### config.mk
export PLATFORM = sky130hd
export DESIGN_NAME = hilbert_fir_engine
export DESIGN_NICKNAME = d
export VERILOG_FILES = /design/src/rtl/hilbert_fir_engine.sv
export SDC_FILE = /design/constraint.sdc
export NUM_CORES = 2
export LEC_CHECK = 0
export BUFFER_PORTS_ARGS = -buffer_cell sky130_fd_sc_hd__buf_2
export CAP_MARGIN = 20
export CORE_MARGIN = 3
export CORE_UTILIZATION = 34
export DETAILED_ROUTE_END_ITERATION = 8
export HOLD_SLACK_MARGIN = 0.15
export PLACE_DENSITY_LB_ADDON = 0.08
export SETUP_SLACK_MARGIN = 0.05
export SYNTH_ARGS = -nofsm -noshare
export SYNTH_HDL_FRONTEND = slang
export SYNTH_SLANG_ARGS = --single-unit
### constraint.sdc
create_clock -name clk -period 30.5 [get_ports clk]
set_clock_uncertainty 0.2 [all_clocks]
set_input_delay 0 -clock clk [delete_from_list [all_inputs] [get_ports clk]]
set_output_delay 0 -clock clk [all_outputs]
set_load 0.005 [all_outputs]
### src/rtl/hilbert_fir_engine.sv
// Serial-MAC FIR engine: one product per cycle over a circular delay line.
// In Hilbert mode only the odd taps are processed.
module hilbert_fir_engine #(
  parameter int DW   = 16,
  parameter int CW   = 16,
  parameter int TAPS = 16,
  localparam int AW   = $clog2(TAPS),
  localparam int ACCW = DW + CW + AW
) (
  input  logic                   clk,
  input  logic                   rst_n,
  input  logic                   coef_we,
  input  logic [AW-1:0]          coef_addr,
  input  logic signed [CW-1:0]   coef_data,
  input  logic                   mode,
  input  logic                   clear,
  input  logic                   in_valid,
  input  logic signed [DW-1:0]   in_data,
  output logic                   in_ready,
  output logic                   out_valid,
  output logic signed [ACCW-1:0] out_data,
  input  logic                   out_ready,
  output logic                   busy,
  output logic                   done,
  output logic [1:0]             state_dbg
);

  // Handshakes: a transfer happens on a rising edge where valid && ready;
  // out_valid/out_data stay stable until out_ready, in_ready is only high in IDLE.

  typedef enum logic [1:0] {
    IDLE  = 2'd0,
    CLEAR = 2'd1,
    MAC   = 2'd2,
    OUT   = 2'd3
  } state_t;

  state_t                   state;
  logic [AW-1:0]            wr_ptr;
  logic [AW-1:0]            k;
  logic [AW-1:0]            clr_cnt;
  logic                     mode_r;
  logic signed [ACCW-1:0]   acc;
  logic signed [DW-1:0]     x_mem [TAPS];
  logic signed [CW-1:0]     h_mem [TAPS];

  logic [AW-1:0]            rd_idx;
  logic signed [DW+CW-1:0]  prod;
  logic signed [ACCW-1:0]   acc_next;

  // Index arithmetic wraps naturally in AW bits, giving (wr_ptr - k) mod TAPS.
  assign rd_idx   = wr_ptr - k;
  assign prod     = x_mem[rd_idx] * h_mem[k];
  assign acc_next = acc + {{AW{prod[DW+CW-1]}}, prod};

  assign in_ready  = (state == IDLE) && !clear;
  assign busy      = (state != IDLE);
  assign state_dbg = state;

  always_ff @(posedge clk or negedge rst_n) begin
    if (!rst_n) begin
      state     <= IDLE;
      wr_ptr    <= '0;
      k         <= '0;
      clr_cnt   <= '0;
      mode_r    <= 1'b0;
      acc       <= '0;
      out_data  <= '0;
      out_valid <= 1'b0;
      done      <= 1'b0;
      for (int i = 0; i < TAPS; i++) begin
        x_mem[i] <= '0;
        h_mem[i] <= '0;
      end
    end else begin
      done <= 1'b0;
      case (state)
        IDLE: begin
          if (coef_we) h_mem[coef_addr] <= coef_data;
          if (clear) begin
            clr_cnt <= '0;
            state   <= CLEAR;
          end else if (in_valid) begin
            x_mem[wr_ptr] <= in_data;
            mode_r        <= mode;
            acc           <= '0;
            k             <= mode ? AW'(1) : AW'(0);
            state         <= MAC;
          end
        end
        CLEAR: begin
          x_mem[clr_cnt] <= '0;
          clr_cnt        <= clr_cnt + AW'(1);
          if (clr_cnt == AW'(TAPS - 1)) begin
            wr_ptr <= '0;
            state  <= IDLE;
          end
        end
        MAC: begin
          acc <= acc_next;
          k   <= k + (mode_r ? AW'(2) : AW'(1));
          if (k == AW'(TAPS - 1)) begin
            out_data  <= acc_next;
            out_valid <= 1'b1;
            wr_ptr    <= wr_ptr + AW'(1);
            state     <= OUT;
          end
        end
        OUT: begin
          if (out_ready) begin
            out_valid <= 1'b0;
            done      <= 1'b1;
            state     <= IDLE;
          end
        end
        default: state <= IDLE;
      endcase
    end
  end

endmodule

==> results.cfg <==
[synth]
synth_nets = 3565
synth.yosys.warnings = 0
ys_types = 63
synthTopCellsByCount = 601 x dfrtp_1, 320 x inv_1, 275 x mux2_2
seq_area_frac_synth = 0.397
post_synthesis_mux_area_share = 0.172
yosysMostFrequentCell = dfrtp_1
portion_of_synthesized_cell_area_occupied_by_the_leading_cell_type = 0.397
synthAdderAreaFrac = 0.183
synthesis.instances = 3126
yosys_register_bits = 601
complex_gate_fraction_of_the_synthesized_area = 0.108
ys_dominant_reg_cell = dfrtp_1
synth_simple_gate_area_share = 0.0692
number_of_enable_flip_flop_cells_after_synthesis = 0
post_synth.cell_area_avg_um2 = 12.1
largest_family_of_logic_cells_by_synthesized_area = adder cells
yosysTopAreaCell = dfrtp_1
synth_async_sr_flop_share = 1.00
yosys-top-cells-area = dfrtp_1 40%, fa_1 14%, mux2_2 8.2%
synth_xor_xnor_area_share = 0.0168
mappedNetlistArea_um2 = 37900

[floorplan]
start_util = 0.345
floorplan.die.height_um = 340
die_area_um2 = 115000
fp.dieW_um = 340
ios = 85
core_region_area_um2 = 110000
floorplan.rows = 121

[sta]
finalSetupViolations = 0
max_slew_margin = 0.352
hold_slack_ns = 0.185
worst_pin_slew_ns = 0.972
achievable-frequency_mhz = 79.9
period_needed_ns = 12.51
hold_viol_final = 0
fin_setup_tns_ns = 0
rsz0062_at_grt = no
finalCritPeriodShare = 0.410
max_slew_violations = 0

[setup_path]
critical_path.max_stage_delay_ns = 1.15
worst_path_max_delay_cell = fa_4
worstPathArrival_ns = 12.88
path_delay_family = adder cells
crit_top_cell = fa_1
critPathBufInv = 6
critPathCaptureType = register
critical_path_class = reg2reg
cp_max_fo = 47
critical_path_required_ns = 30.86
startpoint_type = register

[drt]
dr_total_vias = 25300
drc = 0
detail_route.iter0.violations = 1714
drt-pass1-iter-count = 6
routedWlPerCell_um = 23.4
detail-route-antenna-nets = 0
detailed_route_vias_per_instance = 5.29
finalWirelength_um = 112000

[placed_design]
post-place-cells = 4568
placed_area_um2 = 40200
placement.io_buffers = 84
routabilityCongestion = 0.805
dp_hpwl_um = 73100

[finish]
drive_above_1_share = 0.230
post_layout_nonfiller_instances = 4786
area_growth_pct = 15.0
finalInstanceArea_um2 = 43600
layout.nets = 3688

[clocking]
clock_sink_count = 601
tritoncts_buffer_count = 74
clk_path_buf_depth = 3
cts.repair.resized = 0
h-tree-depth = 3
post-cts-setup-buffer-count = 0
clk_root_buffer_cell = clkbuf_16
cts_hold_buffers = 75
clock_insertion_delay_worst_skew_ns = 0.64
cts_tree = yes
clk_pin_slew_ns = 0.06

[pwr]
vdd_drop_max_v = 0.0000794
static-leakage-power_nw = 20.9
totalPowerFinal_mw = 4.94
power_per_cell_area_nw_per_um2 = 113

[grt]
grt_overflow = 0
gr-usage-all-layers = 0.197
grt_start_max_net_pins = 103
grt_first_pass_wirelength_um = 174000
via_count_of_the_first_global_routing_pass = 27800
grt_antenna_before_repair = 4

[job]
timing.max_cap.violations = 0

[outcome]
status = finished clean

[hold_path]
min-delay-path-class = in2reg
cells in the final DEF, fill, tap and decap left out, types with 74 or more instances in the layout:
master     count
a22o_1       274
nor2b_1       85
dfrtp_1      599
nor2_1        93
mux4_2       137
fa_1         265
ha_1         129
buf_4         83
nand2_1      212
mux2_2       275
buf_2         83
clkbuf_16     74
inv_1        320
worst reg2reg max path: cells and delay by family (launching register included):
family	cells	cell delay (ns)
flip-flops	1	0.89
AND/OR/NAND/NOR	6	1.15
buffers and inverters	6	1.94
multiplexers	2	0.72
adder cells (fa/ha/maj)	9	4.99
XOR/XNOR	2	0.27
AO/OA/AOI/OAI	10	2.27
kinds of logic (layout without fill, tap and decap cells):
family / Yosys count / after routing
DFF: 601 / 601
and+or+nand+nor: 549 / 549
AOI/OAI and AO/OA: 539 / 539
buffers and inverters: 523 / 702
muxes: 446 / 446
adders and majority gates: 396 / 396
xor gates and xnor gates: 72 / 72
other: 0 / 5
sequential cells by signal, indices dropped and copies added, names as in the netlist:
signal,flops
done,1
state_dbg,2
acc,36
mode_r,1
h_mem,256
out_data,36
wr_ptr,4
k,4
x_mem,256
clr_cnt,4
out_valid,1
power breakdown:
part	switching, mW	total [mW]	leakage [nW]	internal [mW]
registers	0.104	1.05	8.24	0.951
clock network	0.365	0.888	1.22	0.523
logic	1.82	3.00	11.4	1.19
total	2.28	4.94	20.9	2.66
path summary, 6_finish.rpt:
check | startpoint | endpoint | slack (ns) | depth (start not counted)
hold / removal | coef_data[7] | h_mem[7] | 0.18 | 3
setup / recovery | k[1] | acc[35] | 17.99 | 35
min in group asynchronous | rst_n | x_mem[50] | 0.39 | 4
max in group asynchronous | rst_n | k[0] | 26.68 | 9
hold reg to reg | out_data[6] | out_data[6] | 0.27 | 2
setup reg to reg | k[1] | acc[35] | 17.99 | 35
through the flow:
stage,util,setup slack (ns)
floorplan,-,19.62
global placement,0.366,17.93
detailed placement,0.366,17.76
CTS,0.396,17.76
global route,0.397,17.06
finish,0.397,17.99
final cells by class:
class                           instances  area [um^2]
Fill cell                           10400        66200
Clock inverter                         26          358
Inverter                              322         1210
Sequential cell                       601        15000
Timing Repair Buffer                  248         1960
Tap cell                             1476         1850
Clock buffer                          106         2110
Multi-Input combinational cell       2002        21000
Antenna cell                            5         12.5
metal layers:
layer / routed length (um) / share of wire / track usage
met1: 50200 / 0.45 / 0.267
met2: 53300 / 0.48 / 0.324
met5: 13 / 0.00012 / 0
met4: 3010 / 0.027 / 0.0560
met3: 5530 / 0.049 / 0.0339
No activity file was read; power rests on OpenSTA's default activity.
